<file path="config.mk">
export PLATFORM = sky130hd
export DESIGN_NAME = branch_resolve_queue
export DESIGN_NICKNAME = d
export VERILOG_FILES = /design/src/rtl/branch_resolve_queue.sv
export SDC_FILE = /design/constraint.sdc
export NUM_CORES = 1
export LEC_CHECK = 0
export BUFFER_PORTS_ARGS = -buffer_cell sky130_fd_sc_hd__buf_2
export CORE_ASPECT_RATIO = 1.25
export CORE_MARGIN = 10
export CORE_UTILIZATION = 31
export DETAILED_ROUTE_END_ITERATION = 8
export PLACE_DENSITY = 0.48
export SLEW_MARGIN = 20
export SYNTH_ARGS = -nofsm -noshare
export SYNTH_HDL_FRONTEND = slang
export SYNTH_SLANG_ARGS = --single-unit
</file>
<file path="constraint.sdc">
create_clock -name clock -period 15.5 [get_ports clock]
set_input_delay 2.325 -clock clock [delete_from_list [all_inputs] [get_ports clock]]
set_output_delay 2.325 -clock clock [all_outputs]
set_load 0.005 [all_outputs]
</file>
<file path="src/rtl/branch_resolve_queue.sv">
// In-order queue of in-flight branch predictions; issues one registered training/recovery
// record per resolved branch and flushes younger entries on a mispredict. Optional stats: BRQ_STATS_EN.
module branch_resolve_queue #(
   parameter int DEPTH = 8,
   parameter int PC_W  = 32,
   parameter int GHR_W = 12
) (
   input  logic                     clock,
   input  logic                     reset,
   input  logic                     pred_valid,
   output logic                     pred_ready,
   input  logic [PC_W-1:0]          pred_pc,
   input  logic                     pred_taken,
   input  logic                     pred_local,
   input  logic                     pred_global,
   input  logic [GHR_W-1:0]         pred_ghr,
   input  logic                     res_valid,
   input  logic                     res_taken,
   output logic                     upd_valid,
   output logic [PC_W-1:0]          upd_pc,
   output logic                     upd_taken,
   output logic                     upd_mispredict,
   output logic                     upd_choice_inc,
   output logic                     upd_choice_dec,
   output logic [GHR_W-1:0]         upd_ghr,
   output logic [$clog2(DEPTH):0]   count,
   output logic [31:0]              stat_branches,
   output logic [31:0]              stat_mispredicts
);

   localparam int PTR_W = $clog2(DEPTH);
   localparam logic [PTR_W:0] PTR_ONE = 1;

   typedef struct packed {
      logic [PC_W-1:0]  pc;
      logic             taken;
      logic             loc;
      logic             glob;
      logic [GHR_W-1:0] ghr;
   } entry_t;

   typedef struct packed {
      logic             valid;
      logic [PC_W-1:0]  pc;
      logic             taken;
      logic             mispredict;
      logic             choice_inc;
      logic             choice_dec;
      logic [GHR_W-1:0] ghr;
   } upd_t;

   entry_t           mem_q [DEPTH];
   entry_t           mem_d [DEPTH];
   logic [PTR_W:0]   head_q, head_d;
   logic [PTR_W:0]   tail_q, tail_d;
   upd_t             upd_q, upd_d;

   logic   empty;
   logic   full;
   logic   alloc;
   logic   res_fire;
   logic   mispredict;
   entry_t head_e;

   // Handshake: a prediction transfers on a rising edge where pred_valid && pred_ready;
   // pred_ready depends only on registered pointers (and reset), never on pred_valid/res_valid.
   // res_valid has no ready: it is honoured only when the queue is non-empty at cycle start.
   assign empty      = (head_q == tail_q);
   assign full       = (head_q[PTR_W] != tail_q[PTR_W]) &&
                       (head_q[PTR_W-1:0] == tail_q[PTR_W-1:0]);
   assign count      = tail_q - head_q;
   assign pred_ready = !full && !reset;
   assign head_e     = mem_q[head_q[PTR_W-1:0]];
   assign alloc      = pred_valid && pred_ready;
   assign res_fire   = res_valid && !empty;
   assign mispredict = head_e.taken ^ res_taken;

   always_comb begin
      mem_d = mem_q;
      if (alloc) begin
         mem_d[tail_q[PTR_W-1:0]] = '{pc:    pred_pc,
                                      taken: pred_taken,
                                      loc:   pred_local,
                                      glob:  pred_global,
                                      ghr:   pred_ghr};
      end
   end

   // A mispredict collapses the queue onto the popped head; a same-cycle allocation is wrong-path.
   always_comb begin
      head_d = head_q;
      tail_d = tail_q;
      if (res_fire) begin
         head_d = head_q + PTR_ONE;
      end
      if (res_fire && mispredict) begin
         tail_d = head_q + PTR_ONE;
      end else if (alloc) begin
         tail_d = tail_q + PTR_ONE;
      end
   end

   always_comb begin
      upd_d = '0;
      if (res_fire) begin
         upd_d.valid      = 1'b1;
         upd_d.pc         = head_e.pc;
         upd_d.taken      = res_taken;
         upd_d.mispredict = mispredict;
         upd_d.choice_inc = (head_e.glob == res_taken) && (head_e.loc != res_taken);
         upd_d.choice_dec = (head_e.loc == res_taken) && (head_e.glob != res_taken);
         upd_d.ghr        = {head_e.ghr[GHR_W-2:0], res_taken};
      end
   end

   always_ff @(posedge clock) begin
      if (reset) begin
         head_q <= '0;
         tail_q <= '0;
         upd_q  <= '0;
      end else begin
         head_q <= head_d;
         tail_q <= tail_d;
         upd_q  <= upd_d;
      end
   end

   always_ff @(posedge clock) begin
      mem_q <= mem_d;
   end

   assign upd_valid      = upd_q.valid;
   assign upd_pc         = upd_q.pc;
   assign upd_taken      = upd_q.taken;
   assign upd_mispredict = upd_q.mispredict;
   assign upd_choice_inc = upd_q.choice_inc;
   assign upd_choice_dec = upd_q.choice_dec;
   assign upd_ghr        = upd_q.ghr;

`ifdef BRQ_STATS_EN
   logic [31:0] stat_br_q, stat_br_d;
   logic [31:0] stat_mp_q, stat_mp_d;

   always_comb begin
      stat_br_d = stat_br_q;
      stat_mp_d = stat_mp_q;
      if (res_fire && (stat_br_q != 32'hFFFF_FFFF)) begin
         stat_br_d = stat_br_q + 32'd1;
      end
      if (res_fire && mispredict && (stat_mp_q != 32'hFFFF_FFFF)) begin
         stat_mp_d = stat_mp_q + 32'd1;
      end
   end

   always_ff @(posedge clock) begin
      if (reset) begin
         stat_br_q <= '0;
         stat_mp_q <= '0;
      end else begin
         stat_br_q <= stat_br_d;
         stat_mp_q <= stat_mp_d;
      end
   end

   assign stat_branches    = stat_br_q;
   assign stat_mispredicts = stat_mp_q;
`else
   assign stat_branches    = '0;
   assign stat_mispredicts = '0;
`endif

endmodule

</file>
## Yosys cells after proc, flatten, opt, wreduce, memory -nomap -nowiden

Index checks and enable logic that the tools add are counted.
W data, S select, Z words.

| storage, ports and cells | value |
|---|---|
| register bits after elaboration | 433 |
| input port bits | 52 |
| output and inout port bits | 118 |
| word-level logic and storage cells | 88 |

| operators by class | value |
|---|---|
| add/sub/neg operators | 3 |
| $lt $le $gt $ge | 3 |
| equality and inequality tests | 7 |
| multiplexer cells | 9 |
| bitwise logic cells | 4 |
| reductions and logical operators | 13 |

Operators by type and width:

| cell | count |
|---|---|
| $bwmux W376 | 1 |
| $bmux W47 S3 | 1 |
| $demux W47 S3 | 1 |
| $mux W47 | 3 |
| $mux W49 | 1 |
| $add A4 B1 Y4 const B | 2 |
| $ge A4 B4 Y1 const B | 2 |
| $logic_and A1 B1 Y1 | 8 |
| $mux W4 | 2 |
| $not A3 Y4 | 2 |
| $eq A4 B4 Y1 | 1 |
| $lt A4 B1 Y1 const B | 1 |
| $sub A4 B4 Y4 | 1 |
| $eq A3 B3 Y1 | 1 |
| $logic_not A1 Y1 | 3 |
| $ne A1 B1 Y1 | 3 |
| $eq A1 B1 Y1 | 2 |
| $reduce_bool A2 Y1 | 1 |
| $reduce_or A2 Y1 | 1 |
| $not A1 Y1 | 1 |
| $xor A1 B1 Y1 | 1 |

## Longest topological paths before layout

| logic depth | value |
|---|---|
| depth in word-level cells | 7 |
| depth in mapped cells | 10 |
| gate-level depth less buffers | 7 |

## Worst setup path after synthesis

OpenSTA, ideal clock, no wires.

| timing | value |
|---|---|
| path kind | input port to flip-flop |
| from | in pred_valid |
| to | reg mem_q[329] (netlist name), enable pin |
| setup time | 564 ps |
| arrival time | 7012 ps |
| required time | 14936 ps |
| path slack | 7924 ps |
| cell stages on the path | 3 |
| path buffers | 0 |
| path through | nor2b_1 > o21ai_2 > nor4_1 |

| on the way | value |
|---|---|
| cells in the longest elaborated chain, start to end | 1 |

Ends and longest elaborated chain:

| element | RTL line | text |
|---|---|---|
| start, declared | 10 | `input logic pred_valid,` |
| $logic_and A1 B1 Y1 | 74 | `assign alloc = pred_valid && pred_ready;` |
| end signal, assigned | 129 | `mem_q <= mem_d;` |
| end, declared | 52 | `entry_t mem_q [DEPTH];` |

Every way passes these cells.
A chain may end at the register's enable or synchronous reset.

## Worst setup path in the final report

| timing | value |
|---|---|
| from | reg head_q[2] |
| to | out pred_ready |

| on the way | value |
|---|---|
| cells in the longest elaborated chain, start to end | 4 |

Ends and longest elaborated chain:

| element | RTL line | text |
|---|---|---|
| start, declared | 54 | `logic [PTR_W:0] head_q, head_d;` |
| start signal, assigned | 118 | `head_q <= '0;` |
| start signal, assigned | 122 | `head_q <= head_d;` |
| $eq A3 B3 Y1 | 70 | `(head_q[PTR_W-1:0] == tail_q[PTR_W-1:0]);` |
| $logic_and A1 B1 Y1 | 69 | `assign full = (head_q[PTR_W] != tail_q[PTR_W]) &&` |
| $logic_not A1 Y1 | 72 | `assign pred_ready = !full && !reset;` |
| $logic_and A1 B1 Y1 | 72 |  |
| end, declared | 11 | `output logic pred_ready,` |

Every way passes these cells.

==> impl_results.md <==
- Outcome: completed
- Setup-failing EPs final: 0
- Register area: about 12000 µm²
- Largest family of logic cells by synthesized area: multiplexers
- Initial Util: between 30% and 40%
- Worst skew pair latency: around 550 ps
- Non-filler instance count after layout: 1666
- Critical path class: flip-flop to primary output
- Cell area power density: between 100 and 150 nW/µm²
- Worst-margin pin slew: between 900 and 1000 ps
- Simple-gate share of the synthesized area: 3.20%
- Max Cap Viol: 0
- Setup slack at placement: 10250 ps
- CTS Buf Count: between 40 and 50
- Final wirelength: roughly 36 mm
- Worst Hold Path Cells: 2
- Tmin final: between 5000 and 6000 ps
- Die height: about 280 µm
- DR iter-0 viols: approximately 400
- Final Max Tran Viols: 0
- LEAKAGE: ~0.0062 µW
- First-pass GRT wire length: ~53 mm
- Placeable Area: just over 50000 µm²
- Die width: between 200 and 250 µm
- Post-layout net count: just over 1000
- Peak supply drop: just over 0.08 mV
- CTS tree: built
- Endpoint class of the critical path: primary output
- Primary FF master, synth: edfxtp_1
- Total grt overflow: 0
- Syn Std Cell Area: ~16000 µm²
- Largest net degree at the start of global routing: between 60 and 70
- Antenna violations before repair: 8
- Asr flop ratio synth: 0%
- I/O pins: 170
- CP Max Fanout: between 40 and 50
- HP Class: flip-flop to flip-flop
- Hold EP: head_q[3]
- Clock Path Buffers: 3
- Multi-input combinational cell area: 3630 µm²
- Layout cells sized above 1: a little under a third
- I/O Buffers: approximately 100
- CP Launch Type: flip-flop
- Worst Reg-to-Reg Cells: 9
- Worst R2R End: upd_choice_dec
- HP Start: head_q[3]
- Cell Count Post-Placement: roughly 1600
- #FFs+latches synth: 424
- Worst hold margin: between 600 and 700 ps
- Worst Path Required: roughly 13000 ps
- Synth Area in XOR/XNOR: less than 1%
- Adder-Cell Fraction of Synth Area: less than 1%
- Multiplexer area fraction after synthesis: between 10% and 20%
- Placement-stage cell area: between 15000 and 20000 µm²
- # rows: slightly above 90
- Final Hold Violating Endpoints: 0
- Commonest non-fill, non-tap cells in the layout: 368 x edfxtp_1, 104 x buf_2, 90 x mux4_2
- Arrival @ worst endpoint: approximately 3000 ps
- Post-synth EDFFs: ~370
- Worst reg2reg setup slack: ~12000 ps
- Antenna Violating Nets Remaining: 0
- Commonest non-fill, non-tap cell in the layout: edfxtp_1
- Yosys cell types: 37
- Die Area: about 62000 µm²
- Setup TNS: 0 ps
- Setup WS post-layout: 10220 ps
- GRT Overall Usage: approximately 12%
- Slew HR: a little over a third
- Clock-pin transition on the worst setup and hold timing paths: roughly 60 ps
- Critical Path Source: head_q[2]
- Clock skew: about 15 ps
- Clk sinks: about 420
- Fillers: just under 5000
- Vias in the first global route: roughly 8000
- Drt drc: 0
- Fmax: 0.189 GHz
- Post-synthesis compound-gate area fraction: approximately 2.7%
- Vias/cell: roughly 4.6
- RR Startpoint: head_q[2]
- Register area share after synthesis: around three quarters
- Total number of vias: ~7600
- Syn Inst Count: between 800 and 900
- Mean post-synth cell area: about 19 µm²
- Drt pass-1 iters: 5
- Fin crit share: roughly a third
- Yosys Warn Count: 0
- H-Tree Level Count: 2
- RD Place Congestion: about 0.67
- Root buf cell: clkbuf_16
- Hold-fix buffers at CTS: 0
- Final instance area: approximately 19000 µm²
- Routed len/inst: 21.6 µm
- RSZ-0062 raised after global routing: no
- Area Growth Syn to Fin: 14.9%
- Dpl hpwl: 18.5 mm
- Postcts setup bufs: 0
- Count of cells resized by post-cts repair: 0
[synthesized netlist by cell type (2+ instances only)]
cell type | number | area, µm²
a21oi_1 | 6 | 30.0
a21oi_2 | 39 | 342
and3_1 | 2 | 12.5
buf_1 | 11 | 41.3
buf_2 | 12 | 60.1
buf_4 | 69 | 518
buf_6 | 6 | 67.6
clkbuf_1 | 4 | 15.0
dfxtp_1 | 56 | 1120
edfxtp_1 | 368 | 11100
ha_1 | 5 | 62.6
inv_1 | 10 | 37.5
mux2_1 | 4 | 45.0
mux2i_1 | 7 | 70.1
mux4_2 | 90 | 2030
nand2_1 | 89 | 334
nand2b_1 | 2 | 12.5
nand3_1 | 5 | 25.0
nor2_1 | 20 | 75.1
nor2b_1 | 2 | 12.5
nor3_1 | 4 | 20.0
o21ai_2 | 2 | 17.5
xnor2_1 | 11 | 96.3
xor2_1 | 2 | 17.5
[flip-flops by register name, summed over array words and instances (netlist names), 4 cells and up]
name	flops
upd_ghr	12
head_q	4
upd_pc	32
mem_q	368
tail_q	4
[how the worst max path moves through the flow]
stage                      end  slack, ps
finish              pred_ready      10220
global placement    pred_ready      10240
detailed placement  pred_ready      10250
CTS                 pred_ready      10110
floorplan           mem_q[329]       7920
global route        pred_ready      10030
[critical path: stages, from the launching register on]
cell and delay, ps:
dfxtp_4 890, inv_2 40, buf_4 380, ha_1 460, and3_1 240, a21oi_1 230
buf_2 160
[cells by family (layout without fill, tap and decap cells)]
kind of cell / Yosys count / after routing
xor+xnor: 14 / 14
mux: 102 / 102
buf+inv: 112 / 210
other cells: 1 / 65
simple gates: 128 / 128
flops: 424 / 424
compound gates: 52 / 52
fa+ha+maj: 6 / 6
[metal layers]
metal	vias up	wire length (µm)	track usage [%]
met1	3954	15400	14.4
met3	68	1960	2.71
li1	3372	-	-
met4	12	753	3.39
met5	-	53	0
met2	181	17700	19.7
[power breakdown]
group,total [µW],switching (µW),internal [µW]
registers,1340,40.3,1300
clock network,1010,417,588
logic,356,190,166
total,2700,647,2060
[per-stage QoR]
stage | utilization, % | power (µW)
after floorplan | - | 1630
after global placement | 33.5 | 1740
after detailed placement | 33.5 | 1740
after CTS | 36.1 | 2750
after global routing | 36.1 | 2830
final | 36.1 | 2700
[area by class of cell]
cell class	instances	share of cell area, %
multi-input cells	366	19.4
flip-flops and latches	424	65.2
diodes	1	0.0134
clock buffers	70	6.70
clock inverters	13	0.650
well taps	665	4.46
repair buffers	117	3.31
inverters	10	0.201
Power figures use the tool's default switching activity.
